--- config.mk ---
export PLATFORM = sky130hd
export DESIGN_NAME = disp_arbiter
export DESIGN_NICKNAME = d
export VERILOG_FILES = /design/src/rtl/disp_pkg.sv /design/src/rtl/disp_arbiter_rr_pick.sv /design/src/rtl/disp_arbiter.sv
export SDC_FILE = /design/constraint.sdc
export NUM_CORES = 1
export LEC_CHECK = 0
export CAP_MARGIN = 30
export CORE_ASPECT_RATIO = 1.1
export CORE_MARGIN = 2
export CORE_UTILIZATION = 60
export CTS_CLUSTER_DIAMETER = 150
export DETAILED_ROUTE_END_ITERATION = 8
export DONT_BUFFER_PORTS = 1
export PLACE_DENSITY = 0.83
export SETUP_SLACK_MARGIN = 0.4
export SYNTH_ARGS = -nofsm -noshare
export SYNTH_HDL_FRONTEND = slang
export SYNTH_SLANG_ARGS = --single-unit
--- constraint.sdc ---
create_clock -name clk -period 5.5 [get_ports clk]
set_clock_uncertainty 0.15 [all_clocks]
set_input_delay 0.825 -clock clk [delete_from_list [all_inputs] [get_ports clk]]
set_output_delay 0.825 -clock clk [all_outputs]
set_load 0.03 [all_outputs]
--- src/rtl/disp_pkg.sv ---
// Shared types and helpers for the display-ownership arbiter.
package disp_pkg;

    localparam int N_REQ = 3;
    localparam int CNT_W = 16;
    localparam int IDX_W = 2;

    typedef enum logic {
        IDLE = 1'b0,
        OWN  = 1'b1
    } disp_state_e;

    typedef logic [IDX_W-1:0] idx_t;
    typedef logic [CNT_W-1:0] cnt_t;

    function automatic logic [N_REQ-1:0] onehot(input idx_t i);
        logic [N_REQ-1:0] v;
        v    = '0;
        v[i] = 1'b1;
        return v;
    endfunction

    // Index after i, wrapping modulo N_REQ.
    function automatic idx_t rr_next(input idx_t i);
        return (i == idx_t'(N_REQ - 1)) ? '0 : i + idx_t'(1);
    endfunction

endpackage

--- src/rtl/disp_arbiter_rr_pick.sv ---
// Combinational round-robin picker: first asserted request at or after i_start.
module rr_pick
    import disp_pkg::*;
(
    input  logic [N_REQ-1:0] i_req,
    input  idx_t             i_start,
    output logic             o_valid,
    output idx_t             o_idx
);

    idx_t w_cand;

    // Scan from the farthest candidate back to i_start so the nearest one wins.
    always_comb begin
        o_valid = 1'b0;
        o_idx   = i_start;
        w_cand  = i_start;
        for (int k = N_REQ - 1; k >= 0; k--) begin
            w_cand = idx_t'((int'(i_start) + k) % N_REQ);
            if (i_req[w_cand]) begin
                o_valid = 1'b1;
                o_idx   = w_cand;
            end
        end
    end

endmodule

--- src/rtl/disp_arbiter.sv ---
// Arbitrates three requesters for the display with a minimum hold time in ms ticks.
module disp_arbiter
    import disp_pkg::*;
#(
    parameter int          HOLD_MS  = 1000,
    parameter logic [15:0] IDLE_DAT = 16'h0000
) (
    input  logic             clk,
    input  logic             rst,
    input  logic             ce1ms,
    input  logic [N_REQ-1:0] req,
    input  logic [15:0]      dat0,
    input  logic [15:0]      dat1,
    input  logic [15:0]      dat2,
    input  logic [3:0]       ptr0,
    input  logic [3:0]       ptr1,
    input  logic [3:0]       ptr2,
    output logic [N_REQ-1:0] gnt,
    output logic [15:0]      dat,
    output logic [3:0]       ptr,
    output logic             busy,
    output disp_state_e      dbg_state
);

    disp_state_e      r_state, w_state_n;
    idx_t             r_owner, w_owner_n;
    idx_t             r_last, w_last_n;
    cnt_t             r_cnt, w_cnt_n;
    logic [N_REQ-1:0] r_gnt;
    logic [15:0]      r_dat, w_dat_n;
    logic [3:0]       r_ptr, w_ptr_n;
    logic             r_busy;

    logic [N_REQ-1:0] w_req_m;
    logic             w_pick_vld;
    idx_t             w_pick_idx;
    logic             w_grant_new;

    // The current owner is masked out, so a valid pick always means a different requester.
    assign w_req_m = req & ~((r_state == OWN) ? onehot(r_owner) : '0);

    rr_pick u_pick (
        .i_req   (w_req_m),
        .i_start (rr_next(r_last)),
        .o_valid (w_pick_vld),
        .o_idx   (w_pick_idx)
    );

    always_comb begin
        w_state_n   = r_state;
        w_owner_n   = r_owner;
        w_last_n    = r_last;
        w_cnt_n     = r_cnt;
        w_grant_new = 1'b0;
        case (r_state)
            IDLE: begin
                if (w_pick_vld) begin
                    w_state_n   = OWN;
                    w_grant_new = 1'b1;
                end
            end
            OWN: begin
                if (!req[r_owner]) begin
                    if (w_pick_vld) w_grant_new = 1'b1;
                    else            w_state_n   = IDLE;
                end else if (r_cnt == '0) begin
                    if (w_pick_vld) w_grant_new = 1'b1;
                end else if (ce1ms) begin
                    w_cnt_n = r_cnt - cnt_t'(1);
                end
            end
            default: w_state_n = IDLE;
        endcase
        // A grant change always reloads, swallowing any coincident tick.
        if (w_grant_new) begin
            w_owner_n = w_pick_idx;
            w_last_n  = w_pick_idx;
            w_cnt_n   = cnt_t'(HOLD_MS);
        end
    end

    always_comb begin
        w_dat_n = IDLE_DAT;
        w_ptr_n = '0;
        if (w_state_n == OWN) begin
            case (w_owner_n)
                2'd0:    begin w_dat_n = dat0; w_ptr_n = ptr0; end
                2'd1:    begin w_dat_n = dat1; w_ptr_n = ptr1; end
                default: begin w_dat_n = dat2; w_ptr_n = ptr2; end
            endcase
        end
    end

    always_ff @(posedge clk) begin
        if (rst) begin
            r_state <= IDLE;
            r_owner <= '0;
            r_last  <= idx_t'(N_REQ - 1);
            r_cnt   <= '0;
            r_gnt   <= '0;
            r_dat   <= IDLE_DAT;
            r_ptr   <= '0;
            r_busy  <= 1'b0;
        end else begin
            r_state <= w_state_n;
            r_owner <= w_owner_n;
            r_last  <= w_last_n;
            r_cnt   <= w_cnt_n;
            r_gnt   <= (w_state_n == OWN) ? onehot(w_owner_n) : '0;
            r_dat   <= w_dat_n;
            r_ptr   <= w_ptr_n;
            r_busy  <= (w_state_n == OWN);
        end
    end

    assign gnt       = r_gnt;
    assign dat       = r_dat;
    assign ptr       = r_ptr;
    assign busy      = r_busy;
    assign dbg_state = r_state;

endmodule
After elaboration in Yosys (flattened, before gate mapping)
Index checks and enable logic that the tools add are counted.
{"block": "totals", "register_bits": 44, "out_inout_bits": 25, "input_bits": 66}
{"block": "op_classes", "addsub": 4, "div_mod_pow": 3, "n_bitwise": 5, "n_eq_ne": 3, "n_lt_le_gt_ge": 7, "mux": 34, "n_reduce_logical": 11}
{"cell": "32-bit by 3-bit modulo with 32-bit output, second input constant", "count": 2}
{"cell": "10-bit two-way mux", "count": 5}
{"cell": "3-bit by 3-bit modulo with 32-bit output, second input constant", "count": 1}
{"cell": "16-bit one-hot mux with 2 select lines", "count": 1}
{"cell": "16-bit zero test", "count": 1}
{"cell": "16-bit by 1-bit subtractor with 16-bit output, second input constant", "count": 1}
{"cell": "2-bit by 3-bit less-than comparator with 1-bit output, second input constant", "count": 5}
{"cell": "1-bit two-way mux", "count": 13}
{"cell": "2-bit two-way mux", "count": 5}
{"cell": "1-bit binary-select mux with 2-bit select", "count": 4}
{"cell": "4-bit one-hot mux with 2 select lines", "count": 1}
{"cell": "4-bit AND reduction", "count": 2}
{"cell": "2-bit nonzero test", "count": 3}
{"cell": "1-bit demux with 2-bit select", "count": 2}
{"cell": "2-bit by 1-bit greater-or-equal comparator with 1-bit output, second input constant", "count": 2}
{"cell": "1-bit one-hot mux with 2 select lines", "count": 2}
{"cell": "2-bit OR reduction", "count": 2}
{"cell": "2-bit by 1-bit adder with 3-bit output, second input constant", "count": 1}
{"cell": "2-bit by 2-bit adder with 3-bit output, second input constant", "count": 1}
{"cell": "3-bit AND", "count": 1}
{"cell": "3-bit two-way mux", "count": 1}
{"cell": "1-bit inverter", "count": 3}
{"cell": "3-bit inverter", "count": 1}
{"cell": "2-bit by 1-bit adder with 2-bit output, second input constant", "count": 1}
{"cell": "other kinds (5)", "count": 6}

Longest topological paths before layout
Gate-level depths: netlist of run 1.
{"block": "depth", "word_depth": 21, "ltp_mapped": 9}

Modules after synthesis
Synthesis of run 1 repeated with hierarchy kept, for this count alone.
{"block": "unflattened", "hier_cells": 251, "hier_area_um2": 2257.2}
{"mod": "disp_arbiter", "seq_area_each_um2": 880.8, "cells_each": 218, "n_inst": 1, "area_each_um2": 2018.2}
{"mod": "rr_pick", "seq_area_each_um2": 0.0, "cells_each": 33, "n_inst": 1, "area_each_um2": 239.0}

Worst setup path before layout of run 1
Ideal clock, no wire load.
{"block": "synth_timing", "kind": "input-to-reg", "start": "input port req[1]", "end": "register r_dat[0], in the netlist dat[0]", "required_time_ps": 5277, "arrival_ps": 2236, "n_path_buf": 2, "path_stages": 8, "setup_slack_ps": 3041, "setup_ps": 73, "path_cell_list": "buf_2 -> nor4b_2 -> a311oi_1 -> a221o_1 -> o211ai_2 -> buf_2 -> nand3_1 -> o211ai_2"}
{"block": "synth_via", "elab_chain_len": 13, "elab_cells_between_ends": 27, "cone_classes": "eq/ne: 1; mux: 22; bitwise: 2; reduce/logical: 2"}
{"item": "start, declared", "line_no": "disp_arbiter.sv:11", "source": "input logic [N_REQ-1:0] req,"}
{"item": "3-bit AND", "line_no": "disp_arbiter.sv:40", "source": "assign w_req_m = req & ~((r_state == OWN) ? onehot(r_owner) : '0);"}
{"item": "1-bit binary-select mux with 2-bit select", "line_no": "disp_arbiter_rr_pick.sv:20", "source": "if (i_req[w_cand]) begin"}
{"item": "1-bit two-way mux (not written as such)", "line_no": "disp_arbiter_rr_pick.sv:20"}
{"item": "1-bit two-way mux (3 in series)", "line_no": "disp_arbiter_rr_pick.sv:20"}
{"item": "1-bit two-way mux", "line_no": "disp_arbiter.sv:57, disp_arbiter.sv:64, disp_arbiter.sv:67"}
{"item": "1-bit two-way mux", "line_no": "disp_arbiter.sv:66", "source": "end else if (r_cnt == '0) begin"}
{"item": "1-bit two-way mux", "line_no": "disp_arbiter.sv:63", "source": "if (!req[r_owner]) begin"}
{"item": "1-bit one-hot mux with 2 select lines", "line_no": "disp_arbiter.sv:55", "source": "case (r_state)"}
{"item": "2-bit two-way mux", "line_no": "disp_arbiter.sv:75", "source": "if (w_grant_new) begin"}
{"item": "2-bit by 1-bit == test with 1-bit output / 2-bit zero test (equally long branches)", "line_no": "disp_arbiter.sv:86", "source": "case (w_owner_n)"}
{"item": "16-bit one-hot mux with 2 select lines", "line_no": "disp_arbiter.sv:86"}
{"item": "end signal, assigned", "line_no": "disp_arbiter.sv:110", "source": "r_dat <= w_dat_n;"}
{"item": "end, declared", "line_no": "disp_arbiter.sv:30", "source": "logic [15:0] r_dat, w_dat_n;"}
Several ways; a longest one is shown, not always the timed one. The select of a mux whose other input is x is not followed.
A chain may end at the register's enable or synchronous reset.

Worst setup path in the final report of run 1
{"block": "layout_timing", "start": "register r_owner[1]", "end": "register r_dat[15], in the netlist dat[15]"}
{"block": "layout_via", "elab_chain_len": 19, "elab_cells_between_ends": 34, "cone_classes": "order compare: 2; eq/ne: 1; mux: 25; bitwise: 3; reduce/logical: 3"}
{"item": "start, declared", "line_no": "disp_arbiter.sv:26", "source": "idx_t r_owner, w_owner_n;"}
{"item": "start signal, assigned", "line_no": "disp_arbiter.sv:106", "source": "r_owner <= w_owner_n;"}
{"item": "2-bit by 3-bit less-than comparator with 1-bit output (not written as such) / 2-bit by 1-bit greater-or-equal comparator with 1-bit output (equally long branches)", "line_no": "disp_pkg.sv:19", "source": "v[i] = 1'b1;"}
{"item": "1-bit logical AND (not written as such)", "line_no": "disp_pkg.sv:19"}
{"item": "1-bit two-way mux (not written as such)", "line_no": "disp_pkg.sv:19"}
{"item": "1-bit demux with 2-bit select", "line_no": "disp_pkg.sv:19"}
{"item": "3-bit two-way mux", "line_no": "disp_arbiter.sv:40"}
{"item": "3-bit inverter", "line_no": "disp_arbiter.sv:40"}
{"item": "3-bit AND", "line_no": "disp_arbiter.sv:40"}
{"item": "1-bit binary-select mux with 2-bit select", "line_no": "disp_arbiter_rr_pick.sv:20"}
{"item": "1-bit two-way mux (not written as such)", "line_no": "disp_arbiter_rr_pick.sv:20"}
{"item": "1-bit two-way mux (3 in series)", "line_no": "disp_arbiter_rr_pick.sv:20"}
{"item": "1-bit two-way mux", "line_no": "disp_arbiter.sv:57, disp_arbiter.sv:64, disp_arbiter.sv:67"}
{"item": "1-bit two-way mux", "line_no": "disp_arbiter.sv:66"}
{"item": "1-bit two-way mux", "line_no": "disp_arbiter.sv:63"}
{"item": "1-bit one-hot mux with 2 select lines", "line_no": "disp_arbiter.sv:55"}
{"item": "2-bit two-way mux", "line_no": "disp_arbiter.sv:75"}
{"item": "2-bit by 1-bit == test with 1-bit output / 2-bit zero test (equally long branches)", "line_no": "disp_arbiter.sv:86"}
{"item": "16-bit one-hot mux with 2 select lines", "line_no": "disp_arbiter.sv:86"}
Several ways; a longest one is shown, not always the timed one. The select of a mux whose other input is x is not followed.

==> flow_metrics.py, run 1 <==
metrics = {
    "yosys": {
        "ys_seq_area_frac": 0.350,
        "ys_seq_elements": 44,
        "netlist_instances": 287,
        "yosys_warnings": 0,
        "synth-main-ff-cell": "dfxtp_1",
        "synth_edf_count": 0,
        "async_flop_share": 0,
        "syn_area_um2": 2520,
        "syn_avg_cell_area_um2": 8.78,
        "synth.distinct_cells": 63,
        "syn_nets": 355,
    },
    "placement": {
        "pre_cts_slack_ns": 2.55,
        "gp_congestion": 0.859,
        "hpwl_um": 4080,
        "io_buffers": 0,
    },
    "setup_path": {
        "crit_type": "reg -> reg",
        "crit_fanout": 21,
        "cp-start-kind": "flip-flop",
        "worstPathRequired_ns": 5.58,
        "end_kind": "flip-flop",
        "worstPathArrival_ns": 3.07,
    },
    "timing": {
        "slew_viol_final": 0,
        "setup_tns_ns": 0,
        "finalCritPeriodShare": 0.543,
        "worst_slew_pin_slew_ns": 1.00,
        "rsz0062_at_grt": "false",
        "worst_slack_ns": 2.51,
        "period_needed_ns": 2.99,
        "hold_viol_final": 0,
        "max_freq_mhz": 335,
        "slew_headroom": 0.330,
        "finalSetupViolCount": 0,
        "fin_worst_hold_slack_ns": 0.364,
    },
    "pwr": {
        "power_density_nw_per_um2": 377,
        "ir_worst_vdd_mv": 0.182,
        "leakagePower_nw": 0.993,
    },
    "finish": {
        "drive_gt1_frac": 0.152,
        "synthToLayoutAreaGrowth_pct": 3.67,
        "antenna_cells": 0,
        "seq_area_um2": 881,
        "n_fill_cell": 329,
        "fin_nets": 344,
        "multi_input_area_um2": 1420,
        "layout_common_cells": "44 x dfxtp_1, 43 x nand3_1, 30 x inv_1",
        "final_common_cell": "dfxtp_1",
    },
    "detailed_routing": {
        "vias": 2095,
        "drc_errors": 0,
        "wl_per_cell_um": 17.4,
        "viasPerCell": 6.37,
        "firstDrtPassIters": 4,
        "ant_nets": 0,
        "totalWireLength_um": 5710,
        "drt_iter0_drc": 109,
    },
    "clocking": {
        "ctsResizeCount": 0,
        "insertion_delay_ns": 0.30,
        "cts.sinks": 44,
        "cts_tree": "yes",
        "cts_buffers": 5,
        "cts_hold_buf": 0,
        "cts_setup_buffers": 0,
        "cts.clk_slew.worst_paths_ns": 0.09,
        "cts.path.max_buffers": 2,
        "htreeDepth": 2,
        "clockRootBuffer": "clkbuf_8",
    },
    "grt": {
        "grt_overflow": 0,
        "antenna_found_initial": 0,
        "grt_max_degree": 44,
        "grt_pass1_vias": 1989,
        "groute.usage.overall": 0.247,
        "grt_pass1_wl_um": 9180,
    },
    "die": {
        "core_um2": 3990,
        "die_area_um2": 4730,
        "std_cell_rows": 24,
        "dieHeight_um": 72.0,
        "ioPinCount": 91,
        "fp.dieW_um": 65.8,
        "start_util": 0.631,
    },
    "min_path": {
        "min-delay-path-class": "reg -> reg",
    },
    "status": {
        "status": "completed",
    },
    "job": {
        "cap_viol_max_count": 0,
    },
}
## where the power goes
part           internal [W]  total [W]  switching, W
Sequential         0.000371   0.000490      0.000119
Combinational     0.0000968   0.000239      0.000142
Clock              0.000137   0.000255      0.000118
## layout make-up
cell class / count / share of cell area
multi-input combinational: 193 / 0.542
tap: 52 / 0.0249
clock buffer: 5 / 0.0263
timing repair buffer: 2 / 0.00862
clock inverter: 3 / 0.0177
sequential: 44 / 0.337
inverter: 30 / 0.0431
## stage by stage
stage | util | area, um^2 | power (W) | instances
detailed placement | 0.625 | 2500 | 0.000733 | 321
finish | 0.654 | 2610 | 0.000984 | 329
global route | 0.654 | 2610 | 0.00103 | 329
global placement | 0.622 | 2480 | 0.000718 | 320
floorplan | - | 2520 | 0.000695 | 287
CTS | 0.654 | 2610 | 0.000986 | 329
## state kept, by name, indices dropped and copies added (netlist names)
register  flops
dat          16
r_cnt        16
ptr           4
gnt           3
r_last        2
r_owner       2
busy          1
## routing by layer
| metal | track usage | wire [um] | vias to the layer above |
|---|---|---|---|
| li1 | - | - | 1022 |
| met3 | 0.0651 | 422 | 9 |
| met1 | 0.303 | 2450 | 974 |
| met2 | 0.414 | 2760 | 90 |
| met5 | 0 | 0 | - |
| met4 | 0.0949 | 76 | 0 |
## cells in the mapped netlist, types with 3 or more instances
| cell | count | area, um^2 |
|---|---|---|
| nand4_1 | 3 | 18.8 |
| inv_1 | 30 | 113 |
| buf_4 | 3 | 22.5 |
| nor2b_1 | 4 | 25.0 |
| nor3_1 | 4 | 20.0 |
| dfxtp_1 | 44 | 881 |
| nand2_1 | 8 | 30.0 |
| a21oi_2 | 3 | 26.3 |
| xnor2_1 | 9 | 78.8 |
| nand3_1 | 43 | 215 |
| and2_1 | 3 | 18.8 |
| nor4_1 | 6 | 37.5 |
| a21boi_0 | 3 | 22.5 |
| nor2_1 | 19 | 71.3 |
| o211ai_2 | 13 | 163 |
| o21ai_0 | 3 | 15.0 |
| buf_2 | 13 | 65.1 |
| nor4b_1 | 3 | 26.3 |
| a311oi_1 | 3 | 26.3 |
| o211ai_1 | 9 | 67.6 |
| a31oi_1 | 3 | 18.8 |
| nand2b_1 | 3 | 18.8 |
| o21a_1 | 3 | 22.5 |
## cell families (layout without fill, tap and decap cells)
family / Yosys count / after routing / synth area share
DFF: 44 / 44 / 0.350
and+or+nand+nor: 117 / 117 / 0.281
AOI/OAI and AO/OA: 62 / 62 / 0.224
adders and majority gates: 2 / 2 / 0.00993
xor gates and xnor gates: 9 / 9 / 0.0313
muxes: 3 / 3 / 0.0129
buffers and inverters: 50 / 40 / 0.0914
## final timing paths
kind | to | slack, ns | from | cells after the start
setup / recovery | dat[15]$_SDFF_PP0_ | 2.51 | r_owner[1]$_SDFF_PP0_ | 6
hold / removal | r_cnt[8]$_SDFFE_PP0P_ | 0.36 | r_cnt[8]$_SDFFE_PP0P_ | 2
setup reg to reg | dat[15]$_SDFF_PP0_ | 2.51 | r_owner[1]$_SDFF_PP0_ | 6
hold reg to reg | r_cnt[8]$_SDFFE_PP0P_ | 0.36 | r_cnt[8]$_SDFFE_PP0P_ | 2
## worst max-delay path: stages, from the launching register on
cell and delay (ns):
dfxtp_1 0.67, mux2_2 0.43, a21oi_2 0.32, o21ba_4 0.23
o211ai_2 0.77, nand3_1 0.19, o211ai_1 0.15
(Power assumes the default switching activity.)
==> run 2, diff against run 1 <==
Clock period 5.5 ns to 3.1 ns, I/O delays scaled along.
==> run 2 against run 1 <==
  * Via count fell by 0.33%
  * First-iteration DRC count rose by 43%
  * Power rose by 77%
  * Sequential power rose by 76%
  * Sequential share of layout area fell by 0.65 points
  * Maximum frequency rose by 22%
  * Sequential cell count did not move
  * Highest routed layer unchanged
==> flow_metrics.py, run 2 (synthesized netlist as in run 1, its figures left out) <==
metrics = {
    "status": {
        "status": "completed",
    },
    "pwr": {
        "pwr-share-comb": 0.253,
        "p_sw_w": 0.000661,
        "power.internal_w": 0.00108,
        "leakagePower_nw": 1.03,
        "p_seq_frac": 0.493,
        "p_clk_frac": 0.254,
        "p_sw_frac": 0.379,
        "ir_worst_vdd_mv": 0.307,
        "power_density_nw_per_um2": 655,
    },
    "setup_path": {
        "crit_type": "reg -> reg",
        "worstPathRequired_ns": 3.17,
        "slowest_stage": "dfxtp_1",
        "r2r_cells": 8,
        "end_kind": "flip-flop",
        "critPathBufInv": 2,
        "cpPeakStageDelay_ns": 0.48,
        "crit_fanout": 21,
        "cp-start-kind": "flip-flop",
        "path_depth": 8,
        "crit_chain": "buf_4 > nor2b_1 > a311oi_1 > a22oi_1 > a311oi_1 > a21oi_2 > buf_4 > o211ai_1",
        "worstPathArrival_ns": 2.51,
        "crit_family": "compound AO/OA/AOI/OAI gates",
    },
    "grt": {
        "grt_max_degree": 44,
        "grt.busiest_layer": "met2",
        "groute.usage.overall": 0.240,
        "grt_pass1_wl_um": 8930,
        "antenna_found_initial": 0,
        "grt_use_met1": 0.290,
        "globalRouteMet3Util": 0.0667,
        "grt_overflow": 0,
        "met2_usage": 0.409,
        "grt_pass1_vias": 1914,
    },
    "timing": {
        "max_freq_mhz": 410,
        "period_needed_ns": 2.44,
        "slew_viol_final": 0,
        "worst_slew_pin_slew_ns": 0.537,
        "rsz0062_at_grt": "false",
        "slew_headroom": 0.638,
        "fin_worst_hold_slack_ns": 0.0762,
        "hold_viol_final": 0,
        "setup_tns_ns": 0,
        "finalCritPeriodShare": 0.786,
        "finalSetupViolCount": 0,
    },
    "clocking": {
        "clockRootBuffer": "clkbuf_8",
        "cts_buffers": 5,
        "cts_hold_buf": 0,
        "cts_tree": "yes",
        "cts.clk_slew.worst_paths_ns": 0.09,
        "htreeDepth": 2,
        "cts.sinks": 44,
        "insertion_delay_ns": 0.30,
        "cts_setup_buffers": 0,
        "cts.path.max_buffers": 2,
    },
    "detailed_routing": {
        "wl_per_cell_um": 17.0,
        "viasPerCell": 6.21,
        "vias": 2088,
        "ant_nets": 0,
        "drc_errors": 0,
        "firstDrtPassIters": 5,
        "totalWireLength_um": 5700,
        "drt_iter0_drc": 156,
    },
    "finish": {
        "antenna_cells": 0,
        "drive_gt1_frac": 0.176,
        "layout_common_cells": "44 x dfxtp_1, 43 x nand3_1, 30 x inv_1",
        "synthToLayoutAreaGrowth_pct": 5.71,
        "design_area_um2": 2660,
        "fin_nets": 351,
        "n_fill_cell": 314,
        "final_core_util": 0.667,
        "final_common_cell": "dfxtp_1",
    },
    "die": {
        "core_um2": 3990,
        "fp.dieW_um": 65.8,
        "dieHeight_um": 72.0,
        "die_area_um2": 4730,
        "start_util": 0.631,
        "ioPinCount": 91,
        "std_cell_rows": 24,
    },
    "placement": {
        "hpwl_um": 4230,
        "placed_cell_area_um2": 2540,
        "gp_congestion": 0.910,
        "io_buffers": 0,
    },
    "min_path": {
        "min-delay-path-class": "in -> reg",
        "holdPathStages": 1,
    },
    "job": {
        "cap_viol_max_count": 0,
    },
}
[run 2: changes by cell type in the layout (fill, tap and decap cells not counted)]
cell | before | now
buf_4 | 1 | 9
buf_8 | 1 | 0
nor4_1 | 6 | 5
nor4_2 | 1 | 2
[run 2: what timing repair did]
item                                    4_1_cts  5_1_grt
hold endpoints to repair                      0        0
gates resized for setup                       0        1
endpoints found under the setup margin        0       20
[run 2: final cells by class]
class | count | area [um^2] | share of cell area
clock buffer | 5 | 68.8 | 0.0258
multi-input combinational | 193 | 1420 | 0.534
inverter | 30 | 113 | 0.0423
timing repair buffer | 9 | 67.6 | 0.0254
tap | 52 | 65.1 | 0.0244
clock inverter | 3 | 46.3 | 0.0174
sequential | 44 | 881 | 0.331
[run 2: final timing paths]
path                           endpoint                   from  slack [ns]
hold reg to reg   r_cnt[8]$_SDFFE_PP0P_  r_cnt[8]$_SDFFE_PP0P_        0.38
setup / recovery     dat[12]$_SDFF_PP0_  r_owner[1]$_SDFF_PP0_        0.66
setup reg to reg     dat[12]$_SDFF_PP0_  r_owner[1]$_SDFF_PP0_        0.66
hold / removal    r_cnt[8]$_SDFFE_PP0P_                    rst        0.08
[run 2: per-layer routing]
layer,part of all wire,vias up,wire length (um)
li1,-,1027,-
met1,0.40,957,2280
met2,0.51,98,2900
met3,0.084,6,481
met4,0.0082,0,47
met5,0,-,0
[run 2: per-stage QoR]
step | power [W] | cells | setup slack [ns]
floorplan | 0.00123 | 287 | 0.761
global placement | 0.00130 | 328 | 0.748
detailed placement | 0.00131 | 328 | 0.714
CTS | 0.00175 | 336 | 0.620
global route | 0.00184 | 336 | 0.493
finish | 0.00174 | 336 | 0.662
[run 2: worst register-to-register path, cell delays in order (launching register included)]
cell and delay, ns:
dfxtp_1 0.48, buf_4 0.22, nor2b_1 0.08, a311oi_1 0.40
a22oi_1 0.12, a311oi_1 0.40, a21oi_2 0.08, buf_4 0.23
o211ai_1 0.18
[run 2: power groups by stage]
stage	Sequential [W]	Clock (W)	Combinational, W
floorplan	0.000851	0	0.000383
global placement	0.000870	0	0.000426
detailed placement	0.000874	0	0.000439
CTS	0.000860	0.000453	0.000441
global route	0.000872	0.000481	0.000488
finish	0.000861	0.000444	0.000441
